==> src/rtl/cpu_pkg.sv <==
// Shared CPU constants: opcode codes, control-state encoding and beat indices.
// Imported by the beat generator / instruction decoder.
package cpu_pkg;

   localparam int unsigned NBEATS = 8;
   localparam int unsigned BW     = 3;
   localparam int unsigned OPW    = 3;

   localparam logic [OPW-1:0] OP_LD   = 3'd0;
   localparam logic [OPW-1:0] OP_ADD  = 3'd1;
   localparam logic [OPW-1:0] OP_SUB  = 3'd2;
   localparam logic [OPW-1:0] OP_AND  = 3'd3;
   localparam logic [OPW-1:0] OP_OR   = 3'd4;
   localparam logic [OPW-1:0] OP_SHL  = 3'd5;
   localparam logic [OPW-1:0] OP_XOR  = 3'd6;
   localparam logic [OPW-1:0] OP_HALT = 3'd7;

   localparam logic [BW-1:0] B_FETCH_LAST = 3'd2;
   localparam logic [BW-1:0] B_HALT_LAST  = 3'd3;
   localparam logic [BW-1:0] B_LD_LAST    = 3'd6;
   localparam logic [BW-1:0] B_ALU_LAST   = 3'd7;

   typedef enum logic [1:0] {
      ST_IDLE   = 2'd0,
      ST_RUN    = 2'd1,
      ST_HALTED = 2'd2
   } state_t;

   // Final execute beat of an instruction, by opcode.
   function automatic logic [BW-1:0] last_beat(input logic [OPW-1:0] op);
      case (op)
         OP_LD:   return B_LD_LAST;
         OP_HALT: return B_HALT_LAST;
         default: return B_ALU_LAST;
      endcase
   endfunction

endpackage

==> src/rtl/timing_decoder_if.sv <==
// Control bus between the sequencer and the rest of the model CPU:
// run/step controls and DR in, one-hot beat and opcode lines out.
interface timing_decoder_if #(
   parameter int unsigned DW = 8
);
   logic          start;
   logic          step_mode;
   logic          step;
   logic [DW-1:0] dr_in;

   logic T0, T1, T2, T3, T4, T5, T6, T7;
   logic LD, ADD, SUB, AND, OR, SHL, XOR, HALT;
   logic running;
   logic halted;
   logic instr_done;

   modport master (
      output start, step_mode, step, dr_in,
      input  T0, T1, T2, T3, T4, T5, T6, T7,
      input  LD, ADD, SUB, AND, OR, SHL, XOR, HALT,
      input  running, halted, instr_done
   );

   modport slave (
      input  start, step_mode, step, dr_in,
      output T0, T1, T2, T3, T4, T5, T6, T7,
      output LD, ADD, SUB, AND, OR, SHL, XOR, HALT,
      output running, halted, instr_done
   );
endinterface

==> src/rtl/timing_decoder.sv <==
// Beat generator and instruction decoder: one-hot T0..T7 beats, one-hot opcode lines,
// run/halt and single-step sequencing. All outputs are registered.
module timing_decoder
   import cpu_pkg::*;
#(
   parameter int unsigned DW     = 8,
   parameter int unsigned OP_MSB = 7
) (
   input  logic            clk,
   input  logic            rst,
   timing_decoder_if.slave bus
);

   state_t            state, state_n;
   logic [BW-1:0]     beat, beat_n;
   logic [OPW-1:0]    op, op_n;
   logic              op_valid, op_valid_n;
   logic              adv;
   logic              done_n;
   logic [NBEATS-1:0] t_n, t_q;
   logic [NBEATS-1:0] opl_n, opl_q;
   logic              running_q, halted_q, done_q;
   logic              unused_dr;

   assign unused_dr = ^bus.dr_in;

   // Next-state, beat and opcode sequencing; output decode is taken from the next values.
   always_comb begin
      state_n    = state;
      beat_n     = beat;
      op_n       = op;
      op_valid_n = op_valid;
      done_n     = 1'b0;
      t_n        = '0;
      opl_n      = '0;
      adv        = !bus.step_mode || bus.step;

      case (state)
         ST_IDLE, ST_HALTED: begin
            if (bus.start) begin
               state_n    = ST_RUN;
               beat_n     = '0;
               op_valid_n = 1'b0;
            end
         end
         ST_RUN: begin
            if (adv) begin
               if (beat == B_FETCH_LAST) begin
                  op_n       = bus.dr_in[OP_MSB -: OPW];
                  op_valid_n = 1'b1;
                  beat_n     = beat + BW'(1);
               end else if (op_valid && (beat == last_beat(op))) begin
                  done_n     = 1'b1;
                  op_valid_n = 1'b0;
                  beat_n     = '0;
                  if (op == OP_HALT) begin
                     state_n = ST_HALTED;
                  end
               end else begin
                  beat_n = beat + BW'(1);
               end
            end
         end
         default: begin
            state_n    = ST_IDLE;
            beat_n     = '0;
            op_valid_n = 1'b0;
         end
      endcase

      if (state_n == ST_RUN) begin
         t_n[beat_n] = 1'b1;
         if (op_valid_n) begin
            opl_n[op_n] = 1'b1;
         end
      end
   end

   // State, counters and registered outputs.
   always_ff @(posedge clk) begin
      if (rst) begin
         state     <= ST_IDLE;
         beat      <= '0;
         op        <= OP_LD;
         op_valid  <= 1'b0;
         t_q       <= '0;
         opl_q     <= '0;
         running_q <= 1'b0;
         halted_q  <= 1'b0;
         done_q    <= 1'b0;
      end else begin
         state     <= state_n;
         beat      <= beat_n;
         op        <= op_n;
         op_valid  <= op_valid_n;
         t_q       <= t_n;
         opl_q     <= opl_n;
         running_q <= (state_n == ST_RUN);
         halted_q  <= (state_n == ST_HALTED);
         done_q    <= done_n;
      end
   end

   assign bus.T0 = t_q[0];
   assign bus.T1 = t_q[1];
   assign bus.T2 = t_q[2];
   assign bus.T3 = t_q[3];
   assign bus.T4 = t_q[4];
   assign bus.T5 = t_q[5];
   assign bus.T6 = t_q[6];
   assign bus.T7 = t_q[7];

   assign bus.LD   = opl_q[OP_LD];
   assign bus.ADD  = opl_q[OP_ADD];
   assign bus.SUB  = opl_q[OP_SUB];
   assign bus.AND  = opl_q[OP_AND];
   assign bus.OR   = opl_q[OP_OR];
   assign bus.SHL  = opl_q[OP_SHL];
   assign bus.XOR  = opl_q[OP_XOR];
   assign bus.HALT = opl_q[OP_HALT];

   assign bus.running    = running_q;
   assign bus.halted     = halted_q;
   assign bus.instr_done = done_q;

endmodule

==> src/flat_wrapper.sv <==
// flat-port wrapper written by rule: the top's interface ports become plain ports
module timing_decoder_flat import cpu_pkg::*;
#(
   parameter int unsigned DW     = 8,
   parameter int unsigned OP_MSB = 7
)
  (clk, rst, bus_start, bus_step_mode, bus_step, bus_dr_in, bus_T0, bus_T1, bus_T2, bus_T3, bus_T4, bus_T5, bus_T6, bus_T7, bus_LD, bus_ADD, bus_SUB, bus_AND, bus_OR, bus_SHL, bus_XOR, bus_HALT, bus_running, bus_halted, bus_instr_done);
  timing_decoder_if #(.DW(DW)) bus_i ();
  input  logic clk;
  input  logic rst;
  input wire logic [$bits(bus_i.start)-1:0] bus_start;
  input wire logic [$bits(bus_i.step_mode)-1:0] bus_step_mode;
  input wire logic [$bits(bus_i.step)-1:0] bus_step;
  input wire logic [$bits(bus_i.dr_in)-1:0] bus_dr_in;
  output wire logic [$bits(bus_i.T0)-1:0] bus_T0;
  output wire logic [$bits(bus_i.T1)-1:0] bus_T1;
  output wire logic [$bits(bus_i.T2)-1:0] bus_T2;
  output wire logic [$bits(bus_i.T3)-1:0] bus_T3;
  output wire logic [$bits(bus_i.T4)-1:0] bus_T4;
  output wire logic [$bits(bus_i.T5)-1:0] bus_T5;
  output wire logic [$bits(bus_i.T6)-1:0] bus_T6;
  output wire logic [$bits(bus_i.T7)-1:0] bus_T7;
  output wire logic [$bits(bus_i.LD)-1:0] bus_LD;
  output wire logic [$bits(bus_i.ADD)-1:0] bus_ADD;
  output wire logic [$bits(bus_i.SUB)-1:0] bus_SUB;
  output wire logic [$bits(bus_i.AND)-1:0] bus_AND;
  output wire logic [$bits(bus_i.OR)-1:0] bus_OR;
  output wire logic [$bits(bus_i.SHL)-1:0] bus_SHL;
  output wire logic [$bits(bus_i.XOR)-1:0] bus_XOR;
  output wire logic [$bits(bus_i.HALT)-1:0] bus_HALT;
  output wire logic [$bits(bus_i.running)-1:0] bus_running;
  output wire logic [$bits(bus_i.halted)-1:0] bus_halted;
  output wire logic [$bits(bus_i.instr_done)-1:0] bus_instr_done;
  assign bus_i.start = bus_start;
  assign bus_i.step_mode = bus_step_mode;
  assign bus_i.step = bus_step;
  assign bus_i.dr_in = bus_dr_in;
  assign bus_T0 = bus_i.T0;
  assign bus_T1 = bus_i.T1;
  assign bus_T2 = bus_i.T2;
  assign bus_T3 = bus_i.T3;
  assign bus_T4 = bus_i.T4;
  assign bus_T5 = bus_i.T5;
  assign bus_T6 = bus_i.T6;
  assign bus_T7 = bus_i.T7;
  assign bus_LD = bus_i.LD;
  assign bus_ADD = bus_i.ADD;
  assign bus_SUB = bus_i.SUB;
  assign bus_AND = bus_i.AND;
  assign bus_OR = bus_i.OR;
  assign bus_SHL = bus_i.SHL;
  assign bus_XOR = bus_i.XOR;
  assign bus_HALT = bus_i.HALT;
  assign bus_running = bus_i.running;
  assign bus_halted = bus_i.halted;
  assign bus_instr_done = bus_i.instr_done;
  timing_decoder #(.DW(DW), .OP_MSB(OP_MSB)) u_core (.clk(clk), .rst(rst), .bus(bus_i));
endmodule
==> config.mk <==
export PLATFORM = sky130hd
export DESIGN_NAME = timing_decoder_flat
export DESIGN_NICKNAME = d
export VERILOG_FILES = /design/src/rtl/cpu_pkg.sv /design/src/rtl/timing_decoder_if.sv /design/src/rtl/timing_decoder.sv /design/src/flat_wrapper.sv
export SDC_FILE = /design/constraint.sdc
export NUM_CORES = 1
export LEC_CHECK = 0
export ABC_AREA = 0
export CAP_MARGIN = 5
export CORE_AREA = 2 2 56 58
export CTS_CLUSTER_SIZE = 16
export DETAILED_ROUTE_END_ITERATION = 10
export DIE_AREA = 0 0 58 60
export PLACE_DENSITY = 0.71
export SLEW_MARGIN = 10
export SYNTH_ARGS = -nofsm -noshare
export SYNTH_HDL_FRONTEND = slang
export SYNTH_SLANG_ARGS = --single-unit
==> constraint.sdc <==
create_clock -name clk -period 1.7 [get_ports clk]
set_clock_uncertainty 0.05 [all_clocks]
set_input_delay 0.17 -clock clk [delete_from_list [all_inputs] [get_ports clk]]
set_output_delay 0.17 -clock clk [all_outputs]
set_load 0.1 [all_outputs]
==> qor.txt, run 1 <==
outcome: complete, but fails checks
failing checks: setup timing
final worst-path cycle share: 120.9%
Post-CTS Hold Buffers: 0
Ys Warns: 0
power consumption: 1.325 mW
Cells after Synth: 126
Max Transition Viols Final: 0
P_sw: 329.9 µW
Syn Std Cell Area: 1144 µm²
Clk pin slew, worst setup/hold paths: 150 ps
R2R depth: 7
fin worst setup slack: -355.0 ps
sequential share of the synthesized area: 49.02%
Syn Area/Cell: 9.076 µm²
area delta synth->final: 71.33%
H-Tree Depth: 1
Gate power share: 16.5%
setup TNS: -5523 ps
internal power: 995.1 µW
Worst R2R Start: u_core.op[0]
Clock Latency Late Sink: 330 ps
total track usage: 17.77%
vias in the first global route: 1139
Clock Sinks: 28
CTS Root Cell: clkbuf_4
clock share of power: 32.6%
#FFs+latches synth: 28
Final Net Count: 210
syn nets: 141
pwr/cell area: 676.2 nW/µm²
GP Congestion: 0.9411
largest net degree at the start of global routing: 17
RSZ-0062 raised after global routing: true
worst path required time: 1930 ps
Die Height: 60 µm
setup violators final: 22
Post-synth ARST share: 0%
Crit. Startpoint: u_core.op[0]
total CTS buffers: 3
Initial Util: 39.40%
Hold Vio Cnt, Final: 0
Netlist cell types: 37
fin crit period: 2055 ps
CTS tree: done
WL/cell: 15.16 µm
first-pass GRT wire length: 4629 µm
Seq pwr share: 50.9%
most common flop cell mapped by yosys: dfxtp_1
CTS max path bufs: 2
WL final: 3442 µm
Max-cap violations: 0
ANT cells: 0
IO buf count: 26
worst-path fanout max: 7
Reg2Reg Setup Slack: -360 ps
Peak VDD IR: 0.6305 mV
Tightest Hold Check Type: input pin to flop
Core Box Area: 2903 µm²
Leakage Power: 0.7778 nW
Post-synth EDFFs: 0
max_slew headroom: 76.40%
Critical Path Start Type: flop
num ports: 32
initial drt markers: 20
worst setup path endpoint: u_core.t_q[4]
worst reg2reg endpoint: u_core.t_q[4]
Critical Path End Type: flop
DRC errors left: 0
Setup CP Type: flop to flop
die area: 3480 µm²
share of cells above drive strength 1: 48.45%
via-per-instance ratio: 5.308
initial antenna violation count: 0
post-route ant nets: 0
f_max: 486.6 MHz
Final HPWL DP: 2139 µm
Worst-Margin Slew: 353.9 ps
row count: 20
chip width: 58 µm
via count: 1205
grt ovf: 0
switching share of power: 24.90%
drt first pass iters: 4
Arrival @ worst endpoint: 2280 ps
==> cell families (layout without fill, tap and decap cells) <==
| logic type | count (synthesis) | in the layout | synth area share, % |
|---|---|---|---|
| muxes | 1 | 1 | 0.8753 |
| xor gates and xnor gates | 1 | 1 | 0.7660 |
| and+or+nand+nor | 65 | 65 | 29.98 |
| AOI/OAI and AO/OA | 22 | 22 | 14.88 |
| adders and majority gates | 2 | 2 | 2.188 |
| buffers and inverters | 7 | 75 | 2.298 |
| DFF | 28 | 28 | 49.02 |
==> cell usage after synthesis (2+ instances only) <==
cell type	number	area, µm²
nor2b_1	6	37.54
nor3b_1	2	15.01
a21oi_1	8	40.04
dfxtp_1	28	560.5
nand3_1	3	15.01
nor3_1	4	20.02
inv_1	5	18.77
nand2_1	10	37.54
a31oi_1	4	25.02
nor2_1	20	75.07
ha_1	2	25.02
clkbuf_1	2	7.510
nand2b_1	3	18.77
nor4_1	6	37.54
==> worst max-delay path, cell delays in order (launching register included) <==
cell and delay [ps]:
dfxtp_2 370, and3_4 180, or3_4 350, a21oi_4 240
buf_6 130, o31a_1 340, nand4b_1 190, nor2_1 140
==> state kept, by name, indices dropped and copies added, names as in the netlist <==
register and flops:
u_core.beat 3, u_core.bus.halted 1, u_core.bus.instr_done 1, u_core.bus.running 1, u_core.op 3, u_core.op_valid 1
u_core.opl_q 8, u_core.state 2, u_core.t_q 8
==> repair_timing <==
item / CTS / global route
setup buffers: 5 / 8
endpoints found under the setup margin: 21 / 26
gates resized for setup: 11 / 16
gates cloned: 0 / 0
pin swaps: 3 / 7
==> power by group through the flow <==
stage          combinational, mW  clock [mW]  sequential (mW)
6_report                   0.219       0.433            0.674
5_1_grt                    0.231       0.473            0.675
2_1_floorplan             0.0547           0            0.732
3_3_place_gp               0.182           0            0.687
3_5_place_dp               0.185           0            0.688
4_1_cts                    0.196       0.444            0.674
==> stage by stage <==
step	util (%)	worst slack [ps]	hold WS (ps)	cells	area [µm²]
2_1_floorplan	-	-12.98	248.4	126	1156
3_3_place_gp	57.72	-194.1	543.7	211	1675
3_5_place_dp	57.72	-262.1	550.9	211	1675
4_1_cts	62.46	-215.3	432.0	219	1813
5_1_grt	67.50	-478.6	464.5	227	1959
6_report	67.50	-355.0	442.9	227	1959
==> cells in the final DEF, fill, tap and decap left out, types with 2 or more instances in the layout <==
cell,instances
a21oi_1,8
a31oi_1,4
buf_12,5
buf_4,53
clkbuf_4,3
clkdlybuf4s50_1,7
dfxtp_1,23
dfxtp_2,4
inv_1,4
nand2_1,9
nand2b_1,2
nand3_2,3
nor2_1,19
nor2b_1,4
nor3_1,2
nor3_2,2
nor3b_1,2
nor4_1,3
nor4_2,2
==> worst min path at each step <==
| stage | to | slack (ps) | start | cells past startpoint |
|---|---|---|---|---|
| after floorplan | u_core.op[1] | 250 | bus_dr_in[6] | 2 |
| after global placement | u_core.op[2] | 540 | u_core.op[2] | 3 |
| after detailed placement | u_core.op[1] | 550 | u_core.op[1] | 3 |
| after CTS | u_core.op[2] | 430 | bus_dr_in[7] | 3 |
| after global routing | u_core.op[2] | 460 | bus_dr_in[7] | 3 |
| final | u_core.op[2] | 440 | bus_dr_in[7] | 3 |
==> layout make-up <==
type | count | area [µm²]
clock inverters | 1 | 30.03
inverters | 5 | 18.77
multi-input cells | 91 | 698.2
repair buffers | 66 | 579.3
fillers | 230 | 943.4
flip-flops and latches | 28 | 569.3
clock buffers | 3 | 22.52
well taps | 33 | 41.29
==> metal layers <==
metal	track usage [%]	up-vias	share of wire, %
li1	-	587	-
met1	19.14	571	40
met2	33.44	35	53
met3	3.030	12	3.7
met4	8.638	0	3.1
met5	0	-	0
No activity file was read; power rests on OpenSTA's default activity.
==> inputs of run 2 (changes only) <==
CTS_CLUSTER_DIAMETER = 50   (was unset)
==> results of run 2 <==
The final DEF is identical to that of run 1; final timing and power are the same.
